### src/rtl/hdmi_audio_sample_packer.sv
// Buffers strobed 16-bit L/R audio pairs and, on scheduler request, emits one
// 2-channel layout-0 HDMI Audio Sample Packet header plus subpacket 0.
module hdmi_audio_sample_packer #(
   parameter int           FIFO_AW = 2,
   parameter logic [3:0]   CS_FS   = 4'b0010,
   parameter logic [3:0]   CS_WLEN = 4'b0010
) (
   input  logic               clk,
   input  logic               reset,
   input  logic               sample_stb,
   input  logic [15:0]        in_l,
   input  logic [15:0]        in_r,
   input  logic               mute,
   input  logic               pkt_req,
   output logic               pkt_valid,
   output logic [23:0]        pkt_hb,
   output logic [55:0]        pkt_sp0,
   output logic [FIFO_AW:0]   fifo_level,
   output logic               overflow
);

   localparam logic [FIFO_AW:0] DEPTH_L = {1'b1, {FIFO_AW{1'b0}}};
   localparam int               DEPTH   = 2**FIFO_AW;

   logic [31:0]          mem_q [DEPTH];
   logic [FIFO_AW-1:0]   wr_ptr_q, wr_ptr_d;
   logic [FIFO_AW-1:0]   rd_ptr_q, rd_ptr_d;
   logic [FIFO_AW:0]     level_q, level_d;
   logic [7:0]           fc_q, fc_d;
   logic                 ovf_q, ovf_d;
   logic                 valid_q;
   logic [23:0]          hb_q, hb_d;
   logic [55:0]          sp0_q, sp0_d;

   logic                 full, empty, push, pop;
   logic [191:0]         cs_vec;
   logic                 c_bit, p_l, p_r;
   logic [31:0]          head;
   logic [23:0]          l24, r24;
   logic [7:0]           hb2;

   assign full  = (level_q == DEPTH_L);
   assign empty = (level_q == '0);
   assign pop   = pkt_req && !empty;
   // A pop in the same cycle frees the slot, so a push into a full FIFO still lands.
   assign push  = sample_stb && (!full || pop);

   always_comb begin
      cs_vec        = '0;
      cs_vec[2]     = 1'b1;
      cs_vec[27:24] = CS_FS;
      cs_vec[35:32] = CS_WLEN;
   end

   assign c_bit = cs_vec[fc_q];
   assign head  = mem_q[rd_ptr_q];
   assign l24   = mute ? 24'h0 : {head[31:16], 8'h00};
   assign r24   = mute ? 24'h0 : {head[15:0], 8'h00};
   // Even parity over sample, V, U, C; V and U are always zero.
   assign p_l   = ^{l24, c_bit};
   assign p_r   = ^{r24, c_bit};
   assign hb2   = {3'b000, (fc_q == 8'd0), 3'b000, mute};

   always_comb begin
      hb_d     = hb_q;
      sp0_d    = sp0_q;
      wr_ptr_d = wr_ptr_q;
      rd_ptr_d = rd_ptr_q;
      fc_d     = fc_q;
      ovf_d    = ovf_q || (sample_stb && full && !pop);
      level_d  = level_q;
      if (push) wr_ptr_d = wr_ptr_q + FIFO_AW'(1);
      if (pop) begin
         rd_ptr_d = rd_ptr_q + FIFO_AW'(1);
         fc_d     = (fc_q == 8'd191) ? 8'd0 : fc_q + 8'd1;
         hb_d     = {hb2, 8'h01, 8'h02};
         sp0_d    = {p_r, c_bit, 1'b0, 1'b0, p_l, c_bit, 1'b0, 1'b0, r24, l24};
      end
      case ({push, pop})
         2'b10:   level_d = level_q + (FIFO_AW+1)'(1);
         2'b01:   level_d = level_q - (FIFO_AW+1)'(1);
         default: level_d = level_q;
      endcase
   end

   always_ff @(posedge clk) begin
      if (push) mem_q[wr_ptr_q] <= {in_l, in_r};
   end

   always_ff @(posedge clk) begin
      if (reset) begin
         wr_ptr_q <= '0;
         rd_ptr_q <= '0;
         level_q  <= '0;
         fc_q     <= '0;
         ovf_q    <= 1'b0;
         valid_q  <= 1'b0;
         hb_q     <= '0;
         sp0_q    <= '0;
      end else begin
         wr_ptr_q <= wr_ptr_d;
         rd_ptr_q <= rd_ptr_d;
         level_q  <= level_d;
         fc_q     <= fc_d;
         ovf_q    <= ovf_d;
         valid_q  <= pop;
         hb_q     <= hb_d;
         sp0_q    <= sp0_d;
      end
   end

   assign pkt_valid  = valid_q;
   assign pkt_hb     = hb_q;
   assign pkt_sp0    = sp0_q;
   assign fifo_level = level_q;
   assign overflow   = ovf_q;

endmodule

### config.mk
export PLATFORM = sky130hd
export DESIGN_NAME = hdmi_audio_sample_packer
export DESIGN_NICKNAME = d
export VERILOG_FILES = /design/src/rtl/hdmi_audio_sample_packer.sv
export SDC_FILE = /design/constraint.sdc
export NUM_CORES = 1
export LEC_CHECK = 0
export ABC_AREA = 1
export ABC_CLOCK_PERIOD_IN_PS = 5000
export CAP_MARGIN = 20
export CELL_PAD_IN_SITES_DETAIL_PLACEMENT = 1
export CELL_PAD_IN_SITES_GLOBAL_PLACEMENT = 1
export CORE_MARGIN = 3
export CORE_UTILIZATION = 45
export DETAILED_ROUTE_END_ITERATION = 16
export MAX_ROUTING_LAYER = met4
export PLACE_DENSITY_LB_ADDON = 0.1
export SLEW_MARGIN = 20
export SYNTH_ARGS = -nofsm -noshare
export SYNTH_HDL_FRONTEND = slang
export SYNTH_SLANG_ARGS = --single-unit
### constraint.sdc
create_clock -name clk -period 5 [get_ports clk]
set_clock_uncertainty 0.2 [all_clocks]
set_input_delay 1 -clock clk [delete_from_list [all_inputs] [get_ports clk]]
set_output_delay 1 -clock clk [all_outputs]
set_load 0.01 [all_outputs]
==> summary.md <==
| Metric | Value |
|---|---|
| Outcome | finished clean |
| Worst skew pair latency | 0.44 ns |
| Remaining antenna violation count | 0 |
| Leak Pwr | 4.104 nW |
| Die W | 143.3 um |
| Pwr Density | 509.0 nW/um^2 |
| Post-CTS Resized | 0 |
| DRT iter0 DRCs | 323 |
| Rel. slew slack | 42.88% |
| Largest net degree at the start of global routing | 65 |
| Yosys reg bits | 186 |
| CTS tree | built |
| FMAX | 0.3008 GHz |
| Dpl cells | 1204 |
| Layout cells sized above 1 | 6.852% |
| Post-CTS Setup Bufs | 0 |
| TNS Setup | 0 ns |
| Io pins | 122 |
| Req. time, crit path | 5.14 ns |
| Layout Area Growth over Synthesis | 16.10% |
| Synth Instances | 926 |
| Slew Viols, Final | 0 |
| Metal-1 WL | 9403 um |
| Row count | 49 |
| Via count | 6366 |
| Met3 Wirelength | 623 um |
| DRC violations left | 0 |
| Worst Tran Pin Value | 0.8556 ns |
| Register area share after synthesis | 58.99% |
| GRT Residual Overflow | 0 |
| Clock sink count | 186 |
| Die height | 143.3 um |
| Core ar. | 18270 um^2 |
| Post-layout util | 53.92% |
| CTS Hold Bufs | 0 |
| GPL Wtd Cong | 0.7707 |
| CP Max Fanout | 36 |
| Startpoint class of the critical path | input port |
| Post-DP HPWL | 13580 um |
| RSZ-0062 raised after global routing | false |
| Crit path time final | 3.325 ns |
| Port bufs | 81 |
| Clk slew on worst S/H paths | 0.07 ns |
| First-pass GRT wire length | 33640 um |
| Global router's overall resource usage | 21.84% |
| Peak VDD IR | 0.2676 mV |
| Vias in the first global route | 6555 |
| Initial Util | 46.44% |
| Wire length on met2 | 10660 um |
| # nets final | 1039 |
| Crit. End Element | flip-flop |
| Root Driver | clkbuf_16 |
| Most common cell after layout, fill and taps aside | nand2_1 |
| Drt via density | 5.150 |
| Crit Path Class | in -> reg |
| Final period util | 66.50% |
| Synth Cell Area | 8484 um^2 |
| HP Class | reg -> reg |
| Max Used Layer | met4 |
| Wire per inst | 16.97 um |
| R2r setup slk | 2.07 ns |
| Most frequent cells in the layout | nand2_1 (297), edfxtp_1 (128), nand3_1 (105) |
| Total clock buffers created by CTS | 17 |
| Max Cap Viol | 0 |
| Syn. warnings | 0 |
| Initial antenna violation count | 0 |
| Final wirelength | 20970 um |
| Mean Syn Cell Area | 9.162 um^2 |
| Htree depth | 4 |
| Die area | 20540 um^2 |
| Finished Layout Cells | 1236 |
| Antenna Cells | 0 |
| Clock Path Buffers | 2 |
| Crit path DAT | 3.46 ns |
| DR pass1 iterations | 4 |
| Synth unique cells | 33 |
| Final Hold Fails | 0 |
| Final Setup Violations | 0 |
power breakdown:
group          switching [mW]  internal, mW  total, mW
registers               0.119          1.87       1.99
clock network           0.617         0.697       1.31
logic                    1.08         0.627       1.71
path summary, 6_finish.rpt:
| path | from | end | depth (start not counted) |
|---|---|---|---|
| setup / recovery | mute | pkt_sp0[55]$_SDFFE_PP0N_ | 16 |
| hold / removal | overflow$_SDFF_PP0_ | overflow$_SDFF_PP0_ | 2 |
| setup reg to reg | flip-flop | pkt_sp0[51]$_SDFFE_PP0N_ | 15 |
| hold reg to reg | overflow$_SDFF_PP0_ | overflow$_SDFF_PP0_ | 2 |
area by class of cell:
type	instances	area, um^2
fill	2105	8419
sequential	186	5006
multi-input combinational	629	2829
timing repair buffer	92	905.9
clock buffer	17	425.4
tap	229	286.5
inverter	68	255.2
clock inverter	15	142.6
stage by stage:
step	total power, mW	hold slack [ns]	cell area [um^2]	setup WS (ns)
after CTS	5.058	0.2728	9851	1.683
final	5.014	0.2702	9851	1.675
after global placement	3.686	0.2385	9263	1.396
after global routing	5.356	0.2967	9851	1.402
after detailed placement	3.739	0.2634	9283	1.236
after floorplan	3.146	0.2362	8631	1.680
routing by layer:
layer | track usage, % | vias to the layer above
met5 | - | -
met4 | 6.343 | 0
met3 | 3.561 | 20
met2 | 38.23 | 129
met1 | 26.17 | 3089
li1 | - | 3128
worst max-delay path, stage by stage:
cell and delay [ns]:
clkdlybuf4s50_1 0.59, inv_2 0.58, buf_4 0.29, nand3_1 0.15
inv_1 0.11, nand2_1 0.06, nand2_1 0.06, nand2_1 0.05
nand2_1 0.08, nor2_1 0.06, nor2_2 0.12, inv_1 0.05
nand2_1 0.06, nand3_1 0.06, nand2_1 0.08, inv_1 0.04
synthesized netlist by cell type (all sizes together):
master    n  area (um^2)
o22ai     3        18.77
xor2      3        26.28
buf      71        510.5
fa        1        20.02
dfxtp    58         1161
nand4     5        31.28
edfxtp  128         3844
nand2   302         1146
ha        7        87.58
or2       2        12.52
conb      1        3.750
and2      2        12.51
inv      67        251.5
o21ai    56        280.3
clkinv    1        3.750
o211ai    1        7.510
a21oi    48        240.2
nand3b    1        7.510
nor3      3        15.01
a31o      1        8.760
o31ai     1        7.510
clkbuf   11        41.29
nor2     43        171.4
nand3   110        575.6
flip-flops by register name, indices dropped and copies added (netlist names), named ones only:
register	cells
fc_q	8
pkt_valid	1
wr_ptr_q	2
pkt_hb	3
pkt_sp0	35
overflow	1
fifo_level	3
rd_ptr_q	2
mem_q	128
c_bit	1
logic make-up (layout without fill, tap and decap cells):
| group | count (synthesis) | after routing | share of synthesized area [%] |
|---|---|---|---|
| flip-flops | 186 | 186 | 58.99 |
| AO/OA/AOI/OAI | 110 | 110 | 6.636 |
| other | 1 | 40 | 0.04420 |
| XOR/XNOR | 3 | 3 | 0.3097 |
| adder cells (fa/ha/maj) | 8 | 8 | 1.268 |
| buffers and inverters | 150 | 192 | 9.512 |
| AND/OR/NAND/NOR | 468 | 468 | 23.24 |
Note: power is estimated with default switching activity, not from simulation.
